===== config.mk =====
export PLATFORM = sky130hd
export DESIGN_NAME = regfile_wb_scheduler
export DESIGN_NICKNAME = d
export VERILOG_FILES = /design/src/rtl/regfile_pkg.sv /design/src/rtl/regfile_wb_scheduler_scoreboard.sv /design/src/rtl/regfile_wb_scheduler.sv
export SDC_FILE = /design/constraint.sdc
export NUM_CORES = 1
export LEC_CHECK = 0
export CORE_UTILIZATION = 55
export DETAILED_ROUTE_END_ITERATION = 16
export PLACE_DENSITY = 0.88
export SLEW_MARGIN = 20
export SYNTH_ARGS = -nofsm -noshare
export SYNTH_HDL_FRONTEND = slang
export SYNTH_HIERARCHICAL = 1
export SYNTH_SLANG_ARGS = --single-unit

===== constraint.sdc =====
create_clock -name I_clk -period 5.7 [get_ports I_clk]
set_input_delay 1.14 -clock I_clk [delete_from_list [all_inputs] [get_ports I_clk]]
set_output_delay 1.14 -clock I_clk [all_outputs]
set_load 0.01 [all_outputs]

===== src/rtl/regfile_pkg.sv =====
// -----------------------------------------------------------------------------
// regfile_pkg
//   Shared constants and types for the register-file writeback scheduler.
//   XLEN / REG_AW     : default data width and register address width
//   NUM_REGS          : number of architectural registers (2**REG_AW)
//   REQ_ALU / REQ_LSU : requester indices used by the arbiter pointer
//   wb_req_t          : one writeback entry {rd, data} at default widths
// -----------------------------------------------------------------------------
package regfile_pkg;

   localparam int unsigned XLEN     = 32;
   localparam int unsigned REG_AW   = 5;
   localparam int unsigned NUM_REGS = 1 << REG_AW;

   localparam int unsigned REQ_ALU  = 0;
   localparam int unsigned REQ_LSU  = 1;

   typedef struct packed {
      logic [REG_AW-1:0] rd;
      logic [XLEN-1:0]   data;
   } wb_req_t;

endpackage


===== src/rtl/regfile_wb_scheduler_scoreboard.sv =====
// -----------------------------------------------------------------------------
// wb_scoreboard
//   Busy bit per architectural register. A set marks a register as having an
//   outstanding writer; a clear retires it. Register 0 is never pending.
//   Ports:
//     I_clk, I_rst_n        clock, asynchronous active-low reset
//     I_set_en, I_set_rd    mark rd pending (issue)
//     I_clr_en, I_clr_rd    clear rd (committed write)
//     I_rs1, I_rs2          lookup addresses
//     O_rs1_pend/O_rs2_pend combinational pending status of I_rs1 / I_rs2
// -----------------------------------------------------------------------------
module wb_scoreboard
   import regfile_pkg::*;
#(
   parameter int unsigned REG_AW = regfile_pkg::REG_AW
) (
   input  logic              I_clk,
   input  logic              I_rst_n,
   input  logic              I_set_en,
   input  logic [REG_AW-1:0] I_set_rd,
   input  logic              I_clr_en,
   input  logic [REG_AW-1:0] I_clr_rd,
   input  logic [REG_AW-1:0] I_rs1,
   input  logic [REG_AW-1:0] I_rs2,
   output logic              O_rs1_pend,
   output logic              O_rs2_pend
);

   localparam int unsigned NREGS = 1 << REG_AW;

   logic [NREGS-1:0] pending_q;
   logic [NREGS-1:0] pending_d;

   // Clear is applied before set so a same-cycle issue to the register being
   // retired leaves it pending for the newer instruction.
   always_comb begin
      pending_d = pending_q;
      if (I_clr_en) pending_d[I_clr_rd] = 1'b0;
      if (I_set_en) pending_d[I_set_rd] = 1'b1;
      pending_d[0] = 1'b0;
   end

   always_ff @(posedge I_clk or negedge I_rst_n) begin
      if (!I_rst_n) pending_q <= '0;
      else          pending_q <= pending_d;
   end

   assign O_rs1_pend = pending_q[I_rs1];
   assign O_rs2_pend = pending_q[I_rs2];

endmodule


===== src/rtl/regfile_wb_scheduler.sv =====
// -----------------------------------------------------------------------------
// regfile_wb_scheduler
//   Shares the single register-file write port between the ALU (A) and the
//   load/store unit (L). Each requester owns a one-entry holding buffer; one
//   buffer is granted per cycle and its entry is written through registered
//   O_rf_we / O_rf_rd / O_rf_data. A busy scoreboard tracks issued-but-not-
//   written destinations and raises O_hazard for pending rs1/rs2.
//   Ports:
//     I_clk, I_rst_n                     clock, asynchronous active-low reset
//     I_alu_valid/O_alu_ready/I_alu_rd/I_alu_data   ALU writeback handshake
//     I_lsu_valid/O_lsu_ready/I_lsu_rd/I_lsu_data   load writeback handshake
//     I_issue_valid, I_issue_rd          mark destination pending on issue
//     I_rs1, I_rs2, O_hazard             combinational source-busy check
//     O_rf_we, O_rf_rd, O_rf_data        registered register-file write port
//   Configuration:
//     REGFILE_WB_RR_EN defined   : round-robin grant between full buffers,
//                                  pointer moves only on a grant, reset
//                                  pointer favours L.
//     REGFILE_WB_RR_EN undefined : fixed priority L > A; A can starve under
//                                  continuous L traffic.
// -----------------------------------------------------------------------------
module regfile_wb_scheduler
   import regfile_pkg::*;
#(
   parameter int unsigned XLEN   = regfile_pkg::XLEN,
   parameter int unsigned REG_AW = regfile_pkg::REG_AW
) (
   input  logic              I_clk,
   input  logic              I_rst_n,
   input  logic              I_alu_valid,
   output logic              O_alu_ready,
   input  logic [REG_AW-1:0] I_alu_rd,
   input  logic [XLEN-1:0]   I_alu_data,
   input  logic              I_lsu_valid,
   output logic              O_lsu_ready,
   input  logic [REG_AW-1:0] I_lsu_rd,
   input  logic [XLEN-1:0]   I_lsu_data,
   input  logic              I_issue_valid,
   input  logic [REG_AW-1:0] I_issue_rd,
   input  logic [REG_AW-1:0] I_rs1,
   input  logic [REG_AW-1:0] I_rs2,
   output logic              O_hazard,
   output logic              O_rf_we,
   output logic [REG_AW-1:0] O_rf_rd,
   output logic [XLEN-1:0]   O_rf_data
);

   typedef struct packed {
      logic [REG_AW-1:0] rd;
      logic [XLEN-1:0]   data;
   } req_t;

   // Holding buffers
   logic alu_full_q, alu_full_d;
   logic lsu_full_q, lsu_full_d;
   req_t alu_buf_q,  alu_buf_d;
   req_t lsu_buf_q,  lsu_buf_d;

   // Output register
   logic              rf_we_q,   rf_we_d;
   logic [REG_AW-1:0] rf_rd_q,   rf_rd_d;
   logic [XLEN-1:0]   rf_data_q, rf_data_d;

   logic gnt_alu, gnt_lsu;
   logic alu_acc, lsu_acc;
   logic rs1_pend, rs2_pend;

`ifdef REGFILE_WB_RR_EN
   // Last granted requester; reset to ALU so the first contended grant goes to L.
   logic last_q, last_d;
`endif

   // ---------------------------------------------------------------- arbiter
   always_comb begin
      gnt_alu = 1'b0;
      gnt_lsu = 1'b0;
      if (alu_full_q && lsu_full_q) begin
`ifdef REGFILE_WB_RR_EN
         if (last_q == 1'(REQ_LSU)) gnt_alu = 1'b1;
         else                       gnt_lsu = 1'b1;
`else
         gnt_lsu = 1'b1;
`endif
      end else begin
         gnt_alu = alu_full_q;
         gnt_lsu = lsu_full_q;
      end
   end

`ifdef REGFILE_WB_RR_EN
   always_comb begin
      last_d = last_q;
      if (gnt_lsu)      last_d = 1'(REQ_LSU);
      else if (gnt_alu) last_d = 1'(REQ_ALU);
   end

   always_ff @(posedge I_clk or negedge I_rst_n) begin
      if (!I_rst_n) last_q <= 1'(REQ_ALU);
      else          last_q <= last_d;
   end
`endif

   // ---------------------------------------------------------------- handshake
   assign O_alu_ready = !alu_full_q || gnt_alu;
   assign O_lsu_ready = !lsu_full_q || gnt_lsu;
   assign alu_acc     = I_alu_valid && O_alu_ready;
   assign lsu_acc     = I_lsu_valid && O_lsu_ready;

   // Writes to x0 are accepted but never enter a buffer, so they cost no
   // grant slot and never reach the write port or the scoreboard.
   always_comb begin
      alu_full_d = alu_full_q;
      alu_buf_d  = alu_buf_q;
      if (gnt_alu) alu_full_d = 1'b0;
      if (alu_acc && (I_alu_rd != '0)) begin
         alu_full_d = 1'b1;
         alu_buf_d  = '{rd: I_alu_rd, data: I_alu_data};
      end
   end

   always_comb begin
      lsu_full_d = lsu_full_q;
      lsu_buf_d  = lsu_buf_q;
      if (gnt_lsu) lsu_full_d = 1'b0;
      if (lsu_acc && (I_lsu_rd != '0)) begin
         lsu_full_d = 1'b1;
         lsu_buf_d  = '{rd: I_lsu_rd, data: I_lsu_data};
      end
   end

   // ---------------------------------------------------------------- write port
   always_comb begin
      rf_we_d   = gnt_alu || gnt_lsu;
      rf_rd_d   = rf_rd_q;
      rf_data_d = rf_data_q;
      if (gnt_lsu) begin
         rf_rd_d   = lsu_buf_q.rd;
         rf_data_d = lsu_buf_q.data;
      end else if (gnt_alu) begin
         rf_rd_d   = alu_buf_q.rd;
         rf_data_d = alu_buf_q.data;
      end
   end

   always_ff @(posedge I_clk or negedge I_rst_n) begin
      if (!I_rst_n) begin
         alu_full_q <= 1'b0;
         lsu_full_q <= 1'b0;
         alu_buf_q  <= '0;
         lsu_buf_q  <= '0;
         rf_we_q    <= 1'b0;
         rf_rd_q    <= '0;
         rf_data_q  <= '0;
      end else begin
         alu_full_q <= alu_full_d;
         lsu_full_q <= lsu_full_d;
         alu_buf_q  <= alu_buf_d;
         lsu_buf_q  <= lsu_buf_d;
         rf_we_q    <= rf_we_d;
         rf_rd_q    <= rf_rd_d;
         rf_data_q  <= rf_data_d;
      end
   end

   assign O_rf_we   = rf_we_q;
   assign O_rf_rd   = rf_rd_q;
   assign O_rf_data = rf_data_q;

   // ---------------------------------------------------------------- scoreboard
   // Retire on the cycle the write is visible on the port.
   wb_scoreboard #(
      .REG_AW (REG_AW)
   ) u_scoreboard (
      .I_clk      (I_clk),
      .I_rst_n    (I_rst_n),
      .I_set_en   (I_issue_valid),
      .I_set_rd   (I_issue_rd),
      .I_clr_en   (rf_we_q),
      .I_clr_rd   (rf_rd_q),
      .I_rs1      (I_rs1),
      .I_rs2      (I_rs2),
      .O_rs1_pend (rs1_pend),
      .O_rs2_pend (rs2_pend)
   );

   assign O_hazard = rs1_pend || rs2_pend;

endmodule


==> impl_metrics.csv <==
group,metric,value,unit
yosys,synth_edf_count,0,
global_route,grt_pass1_wl,26500,um
clock_network,clock-sinks,145,
sta,postLayoutSetupSlackWorst,976,ps
layout,layout-drive-gt1-share,17.0,%
floorplan,dieHeight,110,um
run_status,outcome,"complete, no violations",
critical_path,crit_arrival,3580,ps
yosys,synth_area,6430,um2
placed_design,dp_cells,783,
critical_path,cp_top_family,"buffers and inverters",
clock_network,cts_buffers,17,
clock_network,root_buffer,"clkbuf_16",
global_route,antenna_found_initial,0,
floorplan,die_width,110,um
yosys,syn_nets,623,
layout,stdcell_count,815,
critical_path,crit_start,"I_rs2[0]",
critical_path,worst_r2r_path_depth,5,
clock_network,htreeDepth,4,
global_route,overflow,0,
power_and_ir_drop,p_leak,3.60,nW
sta,min_period,4720,ps
global_route,grt_pass1_vias,5218,
placed_design,place_ws,1020,ps
sta,final.setup.tns,0,ps
global_route,grt_max_degree,104,
sta,slew_headroom,39.3,%
clock_network,clk_pin_slew,60,ps
critical_path,crit_end,"O_hazard",
placed_design,hpwl,10800,um
floorplan,initial_core_util,56.3,%
clock_network,post_cts_buffers,0,
layout,area_growth,31.6,%
route,drt-total-wl,16600,um
critical_path,cp_num_cells,7,
sta,fmax,212,MHz
yosys,ys_ff_latch,145,
critical_path,crit_slowest_cell,"clkdlybuf4s50_1",
layout,n_antenna_cell,0,
critical_path,critPathMostFrequentCell,"clkdlybuf4s50_1",
critical_path,cp_num_buf_inv,2,
yosys,yosys_warnings,6,
placed_design,io_buffers,133,
route,vias_per_cell,5.98,
yosys,ys_seq_area_share,56.5,%
layout,finalNetCount,753,
sta,setup_violations,0,
route,first_iter_violations,428,
layout,stdcell_area,8460,um2
critical_path,crit_required,4560,ps
route,wl_per_cell,20.4,um
power_and_ir_drop,ir_drop,0.000281,V
critical_path,start_kind,"primary input",
sta,tightest_slew,910,ps
global_route,track_usage,29.6,%
yosys,ys_types,32,
yosys,synth_ff_type,"dfrtp_1",
clock_network,hold_buffers,0,
route,firstDrtPassIters,5,
floorplan,core,11400,um2
power_and_ir_drop,power,0.00325,W
sta,fin_crit_sh,82.9,%
critical_path,crit_path_max_fanout,7,
route,vias,4870,
yosys,syn_avg_cell_area,12.1,um2
clock_network,cts-resized-gates,0,
route,drc,0,
power_and_ir_drop,powerDensity,385,nW/um2
clock_network,tritoncts,"done",
critical_path,r2r_end,"alu_buf_q[28]",
critical_path,end_kind,"output port",
floorplan,die-area,12100,um2
sta,rsz0062_at_grt,"no",
sta,slew_viol_final,0,
floorplan,rows,39,
critical_path,worst-setup-path-type,"in2out",
clock_network,worstSkewPairLatency,410,ps
critical_path,rrSetupSlack,3270,ps
sta,finClkSkew,4.42,ps
yosys,ys_async_sr_fraction,100,%
critical_path,r2r-start,"alu_full_q",
route,final_antenna_net_count,0,
placed_design,gp_congestion,0.929,
placed_design,placed_area,7830,um2
min_path,hold_path_class,"reg2reg",
critical_path,crit_chain,"clkdlybuf4s50_1, mux4_2, nand2b_1, o211ai_1, nand4_1, or2_2, clkdlybuf4s50_1",
job,maxCapViolCount,0,
critical_path,max_stage_delay,700,ps
clock_network,clockBufferDepth,2,
yosys,synthCells,529,
floorplan,ios,135,
sta,hold_viol,0,
[synthesized netlist by cell type (3+ instances only)]
| master | instances | share of area (%) |
|---|---|---|
| a21oi_1 | 6 | 0.47 |
| a22o_1 | 10 | 1.4 |
| a22oi_1 | 4 | 0.47 |
| buf_2 | 8 | 0.62 |
| buf_4 | 4 | 0.47 |
| buf_6 | 3 | 0.53 |
| clkbuf_1 | 12 | 0.70 |
| dfrtp_1 | 145 | 56 |
| inv_1 | 3 | 0.18 |
| mux2_2 | 62 | 11 |
| mux2i_1 | 55 | 8.6 |
| mux4_2 | 6 | 2.1 |
| nand2_1 | 45 | 2.6 |
| nand2b_1 | 4 | 0.39 |
| nand3_1 | 12 | 0.93 |
| nand3b_1 | 10 | 1.2 |
| nor2_1 | 8 | 0.47 |
| nor2b_1 | 4 | 0.39 |
| o21ai_0 | 103 | 8.0 |
| or2_2 | 3 | 0.29 |
| or3_1 | 3 | 0.29 |
| or3b_2 | 4 | 0.55 |
[routing by layer]
metal / wire length [um] / part of all wire (%) / GRT usage (%) / up-vias
li1: - / - / - / 2180
met1: 6390 / 38 / 34.1 / 2445
met4: 382 / 2.3 / 12.3 / 0
met3: 1300 / 7.8 / 9.76 / 36
met2: 8560 / 51 / 50.7 / 209
met5: 0 / 0 / 0 / -
[metrics by stage]
step	utilization (%)	hold WS, ps
CTS	74.1	471
global placement	68.6	456
global route	74.1	485
finish	74.1	471
floorplan	-	448
detailed placement	68.6	462
[logic make-up after synthesis]
family | after synthesis | share of synthesized area [%]
flip-flops | 145 | 56.5
AO/OA/AOI/OAI | 132 | 11.6
multiplexers | 125 | 21.9
AND/OR/NAND/NOR | 96 | 7.48
buffers and inverters | 30 | 2.49
other | 1 | 0.0584
[report_power, final]
group	internal (W)	switching, W	leakage [nW]
clock	0.000768	0.000408	0.312
sequential	0.00125	0.000179	1.70
combinational	0.000355	0.000294	1.59
total	0.00237	0.000881	3.60
[final cells by class]
| cell class | instances | area [um2] |
|---|---|---|
| clock buffers | 23 | 478 |
| clock inverters | 9 | 153 |
| fillers | 729 | 2960 |
| inverters | 3 | 11.3 |
| multi-input cells | 354 | 2640 |
| flip-flops and latches | 145 | 3630 |
| well taps | 143 | 179 |
| repair buffers | 138 | 1370 |
[worst min-delay path, delay by kind of cell, from the launching register on]
family,cells,cell delay [ps]
AOI/OAI and AO/OA,1,60
DFF,1,330
and+or+nand+nor,1,50
[registers in the layout, indices dropped and copies added, names as in the netlist]
name	flops
alu_buf_q	37
lsu_buf_q	37
O_rf_data	32
u_scoreboard/pending_q	31
O_rf_rd	5
O_rf_we	1
alu_full_q	1
lsu_full_q	1
[worst min-delay path by stage]
| stage | cells after the start | from | end | slack [ps] |
|---|---|---|---|---|
| finish | 2 | lsu_buf_q[2] | O_rf_data[2] | 470 |
| CTS | 2 | lsu_buf_q[2] | O_rf_data[2] | 470 |
| detailed placement | 2 | lsu_buf_q[4] | O_rf_data[4] | 460 |
| floorplan | 2 | lsu_buf_q[0] | O_rf_data[0] | 450 |
| global placement | 2 | lsu_buf_q[25] | O_rf_data[25] | 460 |
| global route | 2 | lsu_buf_q[2] | O_rf_data[2] | 490 |
[layout by cell type, fill, tap and decap left out, types with 5 or more instances in the layout]
master           netlist  layout
a21oi_1                6       6
a22o_1                10      10
buf_4                  4       5
clkbuf_16              0      17
clkdlybuf4s50_1        0     132
dfrtp_1              145     143
mux2_2                62      62
mux2i_1               55      55
mux4_2                 6       6
nand2_1               45      45
nand3_1               12      12
nand3b_1              10      10
nor2_1                 8       8
o21ai_0              103     103
Note: power is estimated with default switching activity, not from simulation.
